==> src/rtl/dac_spi_pkg.sv <==
// Shared definitions for the quad 12-bit serial DAC frame format.
// The DAC interface master uses the same definitions.
package dac_spi_pkg;

  localparam int FRAME_BITS = 32;

  localparam logic [3:0] CMD_WRITE_IN     = 4'b0000;
  localparam logic [3:0] CMD_UPDATE       = 4'b0001;
  localparam logic [3:0] CMD_WRITE_UPDATE = 4'b0011;
  localparam logic [3:0] CMD_POWER_DOWN   = 4'b0100;

  localparam logic [3:0] ADDR_ALL = 4'hF;

  localparam int CMD_MSB  = 23;
  localparam int CMD_LSB  = 20;
  localparam int ADDR_MSB = 19;
  localparam int ADDR_LSB = 16;
  localparam int DATA_MSB = 15;
  localparam int DATA_LSB = 4;

  typedef enum logic [1:0] {
    ST_IDLE,
    ST_SHIFT,
    ST_DONE
  } resp_state_t;

  typedef struct packed {
    logic [3:0]  cmd;
    logic [3:0]  addr;
    logic [11:0] data;
  } frame_fields_t;

  function automatic frame_fields_t decode_frame(input logic [FRAME_BITS-1:0] frame);
    frame_fields_t f;
    f.cmd  = frame[CMD_MSB:CMD_LSB];
    f.addr = frame[ADDR_MSB:ADDR_LSB];
    f.data = frame[DATA_MSB:DATA_LSB];
    return f;
  endfunction

  function automatic logic [FRAME_BITS-1:0] make_frame(input logic [3:0] cmd,
                                                       input logic [3:0] addr,
                                                       input logic [11:0] data);
    return {8'h00, cmd, addr, data, 4'h0};
  endfunction

endpackage

==> src/rtl/dac_spi_responder_if.sv <==
// Serial bus between the DAC interface master and the DAC (or its responder model).
interface dac_spi_responder_if;
  logic SPI_SCK;
  logic SPI_MOSI;
  logic DAC_CS;
  logic DAC_CLR;
  logic SPI_MISO;

  modport master (
    output SPI_SCK, SPI_MOSI, DAC_CS, DAC_CLR,
    input  SPI_MISO
  );

  modport slave (
    input  SPI_SCK, SPI_MOSI, DAC_CS, DAC_CLR,
    output SPI_MISO
  );
endinterface

==> src/rtl/dac_spi_responder_sync_edge.sv <==
// Two-flop synchronizer with a third stage used only for edge detection.
module sync_edge #(
  parameter logic RESET_VAL = 1'b0
) (
  input  logic clk,
  input  logic rst_n,
  input  logic din,
  output logic level,
  output logic rise,
  output logic fall
);

  logic s1, s2, s3;

  always_ff @(posedge clk) begin
    if (!rst_n) begin
      s1 <= RESET_VAL;
      s2 <= RESET_VAL;
      s3 <= RESET_VAL;
    end else begin
      s1 <= din;
      s2 <= s1;
      s3 <= s2;
    end
  end

  assign level = s2;
  assign rise  = s2 & ~s3;
  assign fall  = ~s2 & s3;

endmodule

==> src/rtl/dac_spi_responder.sv <==
// SPI slave model of the quad 12-bit DAC: deserializes frames, keeps channel registers.
// Define DAC_RESP_ECHO_EN to echo the previous good frame on SPI_MISO.
module dac_spi_responder
  import dac_spi_pkg::*;
#(
  parameter int NUM_CH = 4
) (
  input  logic                CLK_IN,
  input  logic                RST_N,
  dac_spi_responder_if.slave  spi,
  output logic                FRAME_VALID,
  output logic                FRAME_ERR,
  output logic [3:0]          CMD_OUT,
  output logic [3:0]          ADDR_OUT,
  output logic [11:0]         DATA_OUT,
  output logic [12*NUM_CH-1:0] VOUT,
  output logic [NUM_CH-1:0]   PWR_DN
);

  localparam int CNT_W = $clog2(FRAME_BITS + 2);

  logic sck_lvl_unused, sck_rise, sck_fall;
  logic cs_lvl_unused, cs_rise, cs_fall;
  logic mosi_lvl, mosi_rise_unused, mosi_fall_unused;
  logic clr_lvl, clr_rise_unused, clr_fall_unused;

  sync_edge #(.RESET_VAL(1'b0)) u_sync_sck (
    .clk(CLK_IN), .rst_n(RST_N), .din(spi.SPI_SCK),
    .level(sck_lvl_unused), .rise(sck_rise), .fall(sck_fall)
  );
  sync_edge #(.RESET_VAL(1'b1)) u_sync_cs (
    .clk(CLK_IN), .rst_n(RST_N), .din(spi.DAC_CS),
    .level(cs_lvl_unused), .rise(cs_rise), .fall(cs_fall)
  );
  sync_edge #(.RESET_VAL(1'b0)) u_sync_mosi (
    .clk(CLK_IN), .rst_n(RST_N), .din(spi.SPI_MOSI),
    .level(mosi_lvl), .rise(mosi_rise_unused), .fall(mosi_fall_unused)
  );
  sync_edge #(.RESET_VAL(1'b1)) u_sync_clr (
    .clk(CLK_IN), .rst_n(RST_N), .din(spi.DAC_CLR),
    .level(clr_lvl), .rise(clr_rise_unused), .fall(clr_fall_unused)
  );

  resp_state_t           state;
  logic [CNT_W-1:0]      bit_cnt;
  logic [FRAME_BITS-1:0] shreg;
  logic [11:0]           in_reg  [NUM_CH];
  logic [11:0]           out_reg [NUM_CH];
  frame_fields_t         fields;

`ifdef DAC_RESP_ECHO_EN
  logic [FRAME_BITS-1:0] echo_sr;
  logic [FRAME_BITS-1:0] last_frame;
`endif

  assign fields = decode_frame(shreg);

  // A frame is accepted only with an exact bit count; the CLR hold is applied
  // last so it overrides any register write from a frame finishing alongside it.
  always_ff @(posedge CLK_IN) begin
    if (!RST_N) begin
      state       <= ST_IDLE;
      bit_cnt     <= '0;
      shreg       <= '0;
      FRAME_VALID <= 1'b0;
      FRAME_ERR   <= 1'b0;
      CMD_OUT     <= '0;
      ADDR_OUT    <= '0;
      DATA_OUT    <= '0;
      PWR_DN      <= '0;
      for (int n = 0; n < NUM_CH; n++) begin
        in_reg[n]  <= '0;
        out_reg[n] <= '0;
      end
`ifdef DAC_RESP_ECHO_EN
      echo_sr    <= '0;
      last_frame <= '0;
`endif
    end else begin
      FRAME_VALID <= 1'b0;
      FRAME_ERR   <= 1'b0;
      case (state)
        ST_IDLE: begin
          bit_cnt <= '0;
`ifdef DAC_RESP_ECHO_EN
          echo_sr <= last_frame;
`endif
          if (cs_fall) state <= ST_SHIFT;
        end
        ST_SHIFT: begin
          if (sck_rise) begin
            shreg <= {shreg[FRAME_BITS-2:0], mosi_lvl};
            if (bit_cnt != CNT_W'(FRAME_BITS + 1)) bit_cnt <= bit_cnt + 1'b1;
          end
`ifdef DAC_RESP_ECHO_EN
          if (sck_fall) echo_sr <= {echo_sr[FRAME_BITS-2:0], 1'b0};
`endif
          if (cs_rise) state <= ST_DONE;
        end
        ST_DONE: begin
          state <= ST_IDLE;
          if (bit_cnt == CNT_W'(FRAME_BITS)) begin
            FRAME_VALID <= 1'b1;
            CMD_OUT     <= fields.cmd;
            ADDR_OUT    <= fields.addr;
            DATA_OUT    <= fields.data;
`ifdef DAC_RESP_ECHO_EN
            last_frame  <= shreg;
`endif
            for (int n = 0; n < NUM_CH; n++) begin
              if (fields.addr == ADDR_ALL || fields.addr == 4'(n)) begin
                case (fields.cmd)
                  CMD_WRITE_IN: in_reg[n] <= fields.data;
                  CMD_UPDATE: begin
                    out_reg[n] <= in_reg[n];
                    PWR_DN[n]  <= 1'b0;
                  end
                  CMD_WRITE_UPDATE: begin
                    in_reg[n]  <= fields.data;
                    out_reg[n] <= fields.data;
                    PWR_DN[n]  <= 1'b0;
                  end
                  CMD_POWER_DOWN: PWR_DN[n] <= 1'b1;
                  default: ;
                endcase
              end
            end
          end else begin
            FRAME_ERR <= 1'b1;
          end
        end
        default: state <= ST_IDLE;
      endcase
      if (!clr_lvl) begin
        for (int n = 0; n < NUM_CH; n++) begin
          in_reg[n]  <= '0;
          out_reg[n] <= '0;
        end
      end
    end
  end

  for (genvar g = 0; g < NUM_CH; g++) begin : g_vout
    assign VOUT[12*g +: 12] = out_reg[g];
  end

`ifdef DAC_RESP_ECHO_EN
  assign spi.SPI_MISO = echo_sr[FRAME_BITS-1];
`else
  assign spi.SPI_MISO = 1'b0;
`endif

endmodule

==> src/flat_wrapper.sv <==
// flat-port wrapper written by rule: the top's interface ports become plain ports
module dac_spi_responder_flat import dac_spi_pkg::*;
#(
  parameter int NUM_CH = 4
)
  (CLK_IN, RST_N, FRAME_VALID, FRAME_ERR, CMD_OUT, ADDR_OUT, DATA_OUT, VOUT, PWR_DN, spi_SPI_SCK, spi_SPI_MOSI, spi_DAC_CS, spi_DAC_CLR, spi_SPI_MISO);
  dac_spi_responder_if spi_i ();
  input  logic CLK_IN;
  input  logic RST_N;
  output logic FRAME_VALID;
  output logic FRAME_ERR;
  output logic [3:0] CMD_OUT;
  output logic [3:0] ADDR_OUT;
  output logic [11:0] DATA_OUT;
  output logic [12*NUM_CH-1:0] VOUT;
  output logic [NUM_CH-1:0] PWR_DN;
  input wire logic [$bits(spi_i.SPI_SCK)-1:0] spi_SPI_SCK;
  input wire logic [$bits(spi_i.SPI_MOSI)-1:0] spi_SPI_MOSI;
  input wire logic [$bits(spi_i.DAC_CS)-1:0] spi_DAC_CS;
  input wire logic [$bits(spi_i.DAC_CLR)-1:0] spi_DAC_CLR;
  output wire logic [$bits(spi_i.SPI_MISO)-1:0] spi_SPI_MISO;
  assign spi_i.SPI_SCK = spi_SPI_SCK;
  assign spi_i.SPI_MOSI = spi_SPI_MOSI;
  assign spi_i.DAC_CS = spi_DAC_CS;
  assign spi_i.DAC_CLR = spi_DAC_CLR;
  assign spi_SPI_MISO = spi_i.SPI_MISO;
  dac_spi_responder #(.NUM_CH(NUM_CH)) u_core (.CLK_IN(CLK_IN), .RST_N(RST_N), .spi(spi_i), .FRAME_VALID(FRAME_VALID), .FRAME_ERR(FRAME_ERR), .CMD_OUT(CMD_OUT), .ADDR_OUT(ADDR_OUT), .DATA_OUT(DATA_OUT), .VOUT(VOUT), .PWR_DN(PWR_DN));
endmodule
==> config.mk <==
export PLATFORM = sky130hd
export DESIGN_NAME = dac_spi_responder_flat
export DESIGN_NICKNAME = d
export VERILOG_FILES = /design/src/rtl/dac_spi_pkg.sv /design/src/rtl/dac_spi_responder_if.sv /design/src/rtl/dac_spi_responder_sync_edge.sv /design/src/rtl/dac_spi_responder.sv /design/src/flat_wrapper.sv
export SDC_FILE = /design/constraint.sdc
export NUM_CORES = 1
export LEC_CHECK = 0
export CORE_ASPECT_RATIO = 0.8
export CORE_MARGIN = 2
export CORE_UTILIZATION = 50
export CTS_BUF_LIST = sky130_fd_sc_hd__clkbuf_2
export DETAILED_ROUTE_END_ITERATION = 8
export DONT_BUFFER_PORTS = 1
export PLACE_DENSITY = 0.64
export SLEW_MARGIN = 25
export SYNTH_ARGS = -nofsm -noshare
export SYNTH_HDL_FRONTEND = slang
export SYNTH_SLANG_ARGS = --single-unit
export TNS_END_PERCENT = 100
==> constraint.sdc <==
create_clock -name CLK_IN -period 3.14 [get_ports CLK_IN]
set_clock_uncertainty 0.05 [all_clocks]
set_input_delay 0.628 -clock CLK_IN [delete_from_list [all_inputs] [get_ports CLK_IN]]
set_output_delay 0.628 -clock CLK_IN [all_outputs]
set_load 0.01 [all_outputs]
[Yosys cells after proc, flatten, opt, wreduce, memory -nomap -nowiden]
Memories as Yosys holds them, arrays and structs flattened.
Index checks and enable logic that the tools add are counted.
Cells by class
  equal/unequal tests: 15
  mux-type cells: 100
  reduce and logical (&&, ||, !) cells: 19
  bitwise gates (word level): 30
  $add $sub $neg: 1
Operators by type and width (number)
  12-bit two-way mux: 24
  1-bit two-way mux: 69
  1-bit OR: 24
  4-bit AND reduction: 4
  4-bit by 2-bit == test with 1-bit output (second input constant): 3
  6-bit two-way mux: 2
  6-bit case mux with 2 select lines: 1
  4-bit by 1-bit == test with 1-bit output (second input constant): 2
  4-bit logical NOT: 2
  2-bit by 1-bit != test with 1-bit output (second input constant): 4
  2-bit AND reduction: 4
  6-bit by 1-bit adder with 6-bit output (second input constant): 1
  6-bit == test (second input constant): 1
  6-bit != test (second input constant): 1
  4-bit by 3-bit == test with 1-bit output (second input constant): 1
  4-bit == test (second input constant): 1
  1-bit logical OR: 4
  2-bit two-way mux: 2
  2-bit case mux with 2 select lines: 1
  2-bit nonzero test: 2
  1-bit AND: 3
  1-bit NOT: 3
  3-bit AND reduction: 1
  2-bit by 1-bit == test with 1-bit output (second input constant): 1
  other kinds (4): 4
Storage, ports and cells
  memories: 2
  bits in writable memories: 96
  output and inout port bits: 75
  flip-flop bits (word level): 68
Memory list
  u_core.in_reg: words 4, width 12, read ports 4, clocked after memory_dff 0, wr ports 4, RTL line dac_spi_responder.sv:47  | logic [11:0] in_reg [NUM_CH];
  u_core.out_reg: words 4, width 12, read ports 4, clocked after memory_dff 0, wr ports 4, RTL line dac_spi_responder.sv:48  | logic [11:0] out_reg [NUM_CH];

[Depth between registers and ports, before layout]
Gate-level depths: netlist (run 1).
  depth after elaboration: 10
  mapped depth: 7

[By module]
From an unflattened synthesis (run 1), not the netlist that was laid out.
Unflattened totals
  cell total of the unflattened synthesis: 703
  area total of the unflattened synthesis: 6744.0 um2
By module, submodules not included
  dac_spi_responder: times used 1, area each 6378.6 um2, seq. area each 3563.4 um2, cells an instance 671
  sync_edge: times used 4, area each 91.3 um2, seq. area each 60.1 um2, cells an instance 8

[Worst setup path before layout (run 1)]
OpenSTA, ideal clock, no wires.
  path type: register -> register
  start point: register u_core.shreg[17]
  end point: memory u_core.in_reg[1][0] (enable)
  path buffers: 2
  data required time: 2.692 ns
  setup slack: 0.500 ns
  stages on the path, launching flop included: 6
  arrival: 2.192 ns
  cell sequence: dfxtp_1 clkbuf_1 or3_1 a21bo_2 clkbuf_1 o21ai_0
RTL lines
  from (decl): RTL line dac_spi_responder.sv:46  | logic [FRAME_BITS-1:0] shreg;
  from (signal assigned): RTL line dac_spi_responder.sv:92  | shreg <= {shreg[FRAME_BITS-2:0], mosi_lvl};
  to (decl): RTL line dac_spi_responder.sv:47

==> results of run 1 <==
==> cells by family after synthesis <==
family	Yosys count
and+or+nand+nor	215
AOI/OAI and AO/OA	165
DFF	164
buffers and inverters	64
muxes	37
adders and majority gates	4
xor gates and xnor gates	2
other	1
==> path summary, 6_finish.rpt <==
path | start | end | slack (ps) | cells past startpoint
hold / removal | RST_N | u_core.in_reg[0][2]$_SDFFE_PP0P_ | 150 | 2
setup / recovery | u_core.bit_cnt[2]$_SDFFE_PN0P_ | u_core.out_reg[3][0]$_SDFFE_PP0P_ | 710 | 5
hold reg to reg | u_core.u_sync_cs.s1$_SDFF_PN1_ | u_core.u_sync_cs.level$_SDFF_PN1_ | 390 | 1
setup reg to reg | u_core.bit_cnt[2]$_SDFFE_PN0P_ | u_core.out_reg[3][0]$_SDFFE_PP0P_ | 710 | 5
==> where the power goes <==
| part | switching (uW) | internal, uW | total, uW |
|---|---|---|---|
| combinational | 52.2 | 20.8 | 73.1 |
| clock | 694 | 275 | 970 |
| sequential | 21.6 | 2220 | 2240 |
| total | 768 | 2510 | 3280 |
==> worst max-delay path, stage by stage, from the launching register on <==
cell	delay, ps
dfxtp_1	430
nor4b_4	580
and4_1	460
buf_4	260
a21oi_1	290
o2bb2ai_1	240
==> synth_stat cells (2+ instances only) <==
library cell and number:
and4_1 3, nor2_1 6, clkbuf_1 48, nand2b_1 7, edfxtp_1 48, and3_1 13, a21oi_1 81, buf_2 7
buf_4 2, o2bb2ai_1 23, o21ai_0 33, nand4_1 2, nor3_1 2, mux2i_1 25, or4_1 2, and2_1 32
buf_1 3, mux2_2 12, or4b_2 2, nand3b_1 3, nand3_1 29, nor3b_1 2, dfxtp_1 116, inv_1 3
or3_1 3, ha_1 3, nand2_1 99, a22o_1 12, a211oi_1 5
==> routing by layer <==
metal  vias to the layer above  GRT usage (%)  part of all wire (%)
met1                      2203          30.57                    48
met5                         -              0                     0
li1                       2279              -                     -
met3                        13          5.768                   5.4
met2                       143          34.20                    46
met4                         0          6.912                   1.2
==> cell type report <==
cell class	instances	area [um2]
fillers	1112	5961
inverters	4	15.01
clock buffers	19	95.09
flip-flops and latches	164	3764
well taps	175	219.0
repair buffers	20	162.7
multi-input cells	424	2608
clock inverters	13	92.59
==> metrics by stage <==
stage | std cells | instance area (um2)
after CTS | 819 | 6952
final | 819 | 6955
after floorplan | 652 | 6624
after global placement | 782 | 6714
after detailed placement | 782 | 6714
after global routing | 819 | 6955
==> cells in the final DEF (no fill, tap or decap), types with 2 or more instances in the layout <==
cell type and n:
dfxtp_1 116, a21oi_1 80, clkbuf_2 19, nand3_1 29, edfxtp_1 48, dlygate4sd3_1 5, clkinv_1 4, and3_1 13
buf_4 15, mux2_2 12, inv_1 3, or4b_2 2, a22o_1 12, a211oi_1 5, clkinv_2 6, or4_1 2
nand3b_1 3, nand2b_1 7, mux2i_1 25, nor3b_1 2, nor2_1 6, or3_1 3, ha_1 3, nor3_1 2
and2_1 32, and4_1 3, o21ai_0 32, nand4_1 2, clkinv_4 2, o2bb2ai_1 23, nand2_1 99
==> impl_metrics.env, run 1 <==
export IMPL_status="complete, no violations"
export IMPL_antenna_cells=0
export IMPL_crit_path_end_kind="flip-flop"
export IMPL_cp_arrival_ps=3000
export IMPL_hold_violations=0
export IMPL_yosys_cell_types_count=55
export IMPL_grt_start_max_net_pins=55
export IMPL_synth_xor_area_share_pct=0.2645
export IMPL_cts_buffers=17
export IMPL_synthCells=652
export IMPL_finalSetupViolations=0
export IMPL_grt_pass1_vias=4370
export IMPL_power_total_uw=3280
export IMPL_cts_tree="built"
export IMPL_required_ps=3710
export IMPL_leakagePower_uw=0.002285
export IMPL_grt_total_usage_pct=22.11
export IMPL_clock_path_buffers=2
export IMPL_rsz0062_at_grt="false"
export IMPL_maxSlewHeadroom_pct=38.46
export IMPL_peakVddDrop_v=0.0002977
export IMPL_ys_warnings_count=0
export IMPL_routed_via_density=5.663
export IMPL_clock_sinks=164
export IMPL_nets=640
export IMPL_io_buffers=0
export IMPL_grt_overflow=0
export IMPL_synth_edf_count=48
export IMPL_via_count=4638
export IMPL_die_h_um=106.9
export IMPL_synth_compound_area_share_pct=15.47
export IMPL_timing_final_ws_setup_ps=706.9
export IMPL_cts_reportedPaths_clkPinSlew_ps=210
export IMPL_critPathKind="flip-flop to flip-flop"
export IMPL_min_period_ps=2433
export IMPL_drive_gt1_share_pct=10.40
export IMPL_async_reset_ff_share_pct=0
export IMPL_period_share_pct=77.49
export IMPL_yosys_area_share_adder_pct=0.7178
export IMPL_drt_initial_drc_count=323
export IMPL_dp_worst_setup_slack_ps=796.9
export IMPL_area_growth_syn_to_layout_pct=5.006
export IMPL_yosysSeqAreaShare_pct=56.82
export IMPL_holdWs_ps=145.5
export IMPL_dieArea_um2=14190
export IMPL_synth_top_family_by_area="simple AND/OR/NAND/NOR gates"
export IMPL_netlist_area_um2=6624
export IMPL_htreeDepth=4
export IMPL_drc=0
export IMPL_place_hpwl_um=9587
export IMPL_totalWireLength_um=15180
export IMPL_tightest_slew_ps=923.1
export IMPL_yosysTopAreaCellShare_pct=35.06
export IMPL_holdCritPathClass="primary input to flip-flop"
export IMPL_fmax_ghz=0.4110
export IMPL_maxCapViolations=0
export IMPL_post_cts_buffers=0
export IMPL_wire_per_inst_um=18.53
export IMPL_syn_avg_cell_area_um2=10.16
export IMPL_clk_latency_ps=730
export IMPL_grt_pass1_wl_um=23930
export IMPL_synth_area_mux_share_pct=5.818
export IMPL_die_w_um=132.7
export IMPL_drv_slew=0
export IMPL_io_pins=81
export IMPL_cp_max_fo=14
export IMPL_core_area_um2=12920
export IMPL_num_rows=37
export IMPL_setup_tns_ps=0
export IMPL_power_density_nw_per_um2=471.6
export IMPL_gp_congestion=0.8723
export IMPL_synth_ff_type="dfxtp_1"
export IMPL_cts_hold_buf=5
export IMPL_synth_seq_cells=164
export IMPL_initial_utilization_pct=51.28
export IMPL_yosysTopAreaCell="dfxtp_1"
export IMPL_postRouteAntennaNets=0
export IMPL_drt_first_pass_iters=7
export IMPL_yosys_area_share_simple_pct=16.98
export IMPL_setup_worst_path_start_class="flip-flop"
export IMPL_fin_util_pct=53.85
export IMPL_netlist_top_cells_area="dfxtp_1, edfxtp_1, a21oi_1, nand2_1, mux2i_1"
export IMPL_synth_nets=661
export IMPL_cts_resized=0
export IMPL_clock_root_buffer="clkbuf_2"
export IMPL_antenna_found_initial=0
(Power assumes the default switching activity.)
==> run 2: changes to the inputs <==
clock period = 2.5 ns   (was 3.14 ns; I/O delays follow)
==> impl_metrics.env, run 2 (same netlist as run 1, synthesis figures left out) <==
export IMPL_timing_rr_end="u_core.in_reg[3][5]$_SDFFE_PP0P_"
export IMPL_hold_violations=0
export IMPL_cp_max_fo=25
export IMPL_htreeDepth=4
export IMPL_holdCritPathClass="primary input to flip-flop"
export IMPL_endpoint="u_core.in_reg[0][0]$_SDFFE_PP0P_"
export IMPL_drv_slew=0
export IMPL_gp_congestion=0.8519
export IMPL_dieArea_um2=14190
export IMPL_period_share_pct=94.11
export IMPL_grt_pass1_wl_um=24470
export IMPL_maxCapViolations=0
export IMPL_reg2reg_slack_ps=270
export IMPL_drt_initial_drc_count=343
export IMPL_reg2reg_depth=4
export IMPL_cts_tree="built"
export IMPL_grt_start_max_net_pins=29
export IMPL_io_pins=81
export IMPL_via_count=4809
export IMPL_grt_overflow=0
export IMPL_r2r_start="u_core.bit_cnt[2]$_SDFFE_PN0P_"
export IMPL_area_growth_syn_to_layout_pct=7.178
export IMPL_initial_utilization_pct=51.28
export IMPL_clock_path_buffers=2
export IMPL_holdWs_ps=73.73
export IMPL_setup_worst_path_start_class="primary input"
export IMPL_grt_pass1_vias=4507
export IMPL_cts_reportedPaths_clkPinSlew_ps=230
export IMPL_drt_first_pass_iters=5
export IMPL_n_fill_cell=1133
export IMPL_core_area_um2=12920
export IMPL_rsz0062_at_grt="false"
export IMPL_die_h_um=106.9
export IMPL_tightest_slew_ps=901.1
export IMPL_totalWireLength_um=15260
export IMPL_drive_gt1_share_pct=12.10
export IMPL_grt_total_usage_pct=22.53
export IMPL_placed_cell_area_um2=6782
export IMPL_io_buffers=0
export IMPL_min_period_ps=2353
export IMPL_wire_per_inst_um=18.43
export IMPL_required_ps=3070
export IMPL_cp_arrival_ps=2930
export IMPL_clock_root_buffer="clkbuf_2"
export IMPL_num_rows=37
export IMPL_postLayoutCellArea_um2=7099
export IMPL_crit_path_end_kind="flip-flop"
export IMPL_critPathKind="primary input to flip-flop"
export IMPL_cts_buffers=17
export IMPL_clock_sinks=164
export IMPL_final_cell_mix="dfxtp_1, nand2_1, a21oi_1, edfxtp_1"
export IMPL_clk_latency_ps=730
export IMPL_final_common_cell="dfxtp_1"
export IMPL_nets=649
export IMPL_antenna_cells=0
export IMPL_power_density_nw_per_um2=625.9
export IMPL_drc=0
export IMPL_routed_via_density=5.808
export IMPL_postRouteAntennaNets=0
export IMPL_post_cts_buffers=0
export IMPL_antenna_found_initial=0
export IMPL_leakagePower_uw=0.002355
export IMPL_die_w_um=132.7
export IMPL_maxSlewHeadroom_pct=39.73
export IMPL_place_hpwl_um=9892
export IMPL_finalSetupViolations=0
export IMPL_fmax_ghz=0.4250
export IMPL_startpoint="RST_N"
export IMPL_peakVddDrop_v=0.0003275
export IMPL_status="complete, no violations"
## run 2: cell types whose count changed in the layout (fill, tap and decap cells not counted), sizes merged
cell      previous run  this run
clkinvlp             0         2
bufinv               1         4
buf                 15        24
clkinv              12         5
inv                  4         6
## run 2: routing by layer
| metal | GRT usage, % | wire length (um) | up-vias |
|---|---|---|---|
| met5 | 0 | 0 | - |
| li1 | - | - | 2294 |
| met1 | 31.09 | 6976 | 2320 |
| met4 | 7.834 | 230 | 0 |
| met2 | 34.57 | 7057 | 172 |
| met3 | 5.816 | 997 | 23 |
## run 2: report_power, final
| part | total (uW) | switching, uW | internal, uW |
|---|---|---|---|
| Sequential | 2810 | 24.8 | 2780 |
| Combinational | 102 | 71.6 | 30.2 |
| Clock | 1530 | 888 | 646 |
## run 2: area by class of cell
cell class	count	area [um2]	area share, %
Clock buffer	19	95.09	1.339
Clock inverter	13	163.9	2.309
Inverter	4	15.01	0.2115
Multi-Input combinational cell	424	2613	36.80
Sequential cell	164	3764	53.01
Tap cell	175	219.0	3.084
Timing Repair Buffer	29	230.2	3.243
## run 2: per-stage QoR
step / setup slack (ps) / util, % / cells / setup TNS (ps) / power (uW)
2_1_floorplan: -139.8 / - / 652 / -3451 / 2929
3_3_place_gp: 334.7 / 52.50 / 791 / 0 / 2948
3_5_place_dp: 259.5 / 52.50 / 791 / 0 / 2953
4_1_cts: 104.7 / 54.90 / 828 / 0 / 4472
5_1_grt: 105.0 / 54.96 / 828 / 0 / 4617
6_report: 147.3 / 54.96 / 828 / 0 / 4444
## run 2: timing repair
item                                    4_1_cts  5_1_grt
endpoints found under the setup margin        0       23
hold buffers                                  5        0
hold endpoints to repair                     27        0
gates resized for setup                       0        3
## run 2: how the worst min path moves through the flow
| stage | depth (start not counted) | start | slack, ps | to |
|---|---|---|---|---|
| finish | 2 | RST_N | 70 | u_core.shreg[6]$_SDFFE_PN0P_ |
| global route | 2 | RST_N | 10 | u_core.shreg[15]$_SDFFE_PN0P_ |
| CTS | 2 | RST_N | 40 | u_core.shreg[6]$_SDFFE_PN0P_ |
| detailed placement | 1 | u_core.u_sync_cs.s3$_SDFF_PN1_ | 360 | u_core.state[1]$_SDFFE_PN0P_ |
| global placement | 1 | u_core.u_sync_cs.s1$_SDFF_PN1_ | 350 | u_core.u_sync_cs.level$_SDFF_PN1_ |
| floorplan | 1 | u_core.u_sync_clr.s1$_SDFF_PN1_ | 340 | u_core.u_sync_clr.level$_SDFF_PN1_ |
## run 2: critical path, cell delays in order
cell           delay (ps)
dlygate4sd3_1        1130
nand2_1               430
nor3b_2               270
buf_4                 230
mux2_2                360
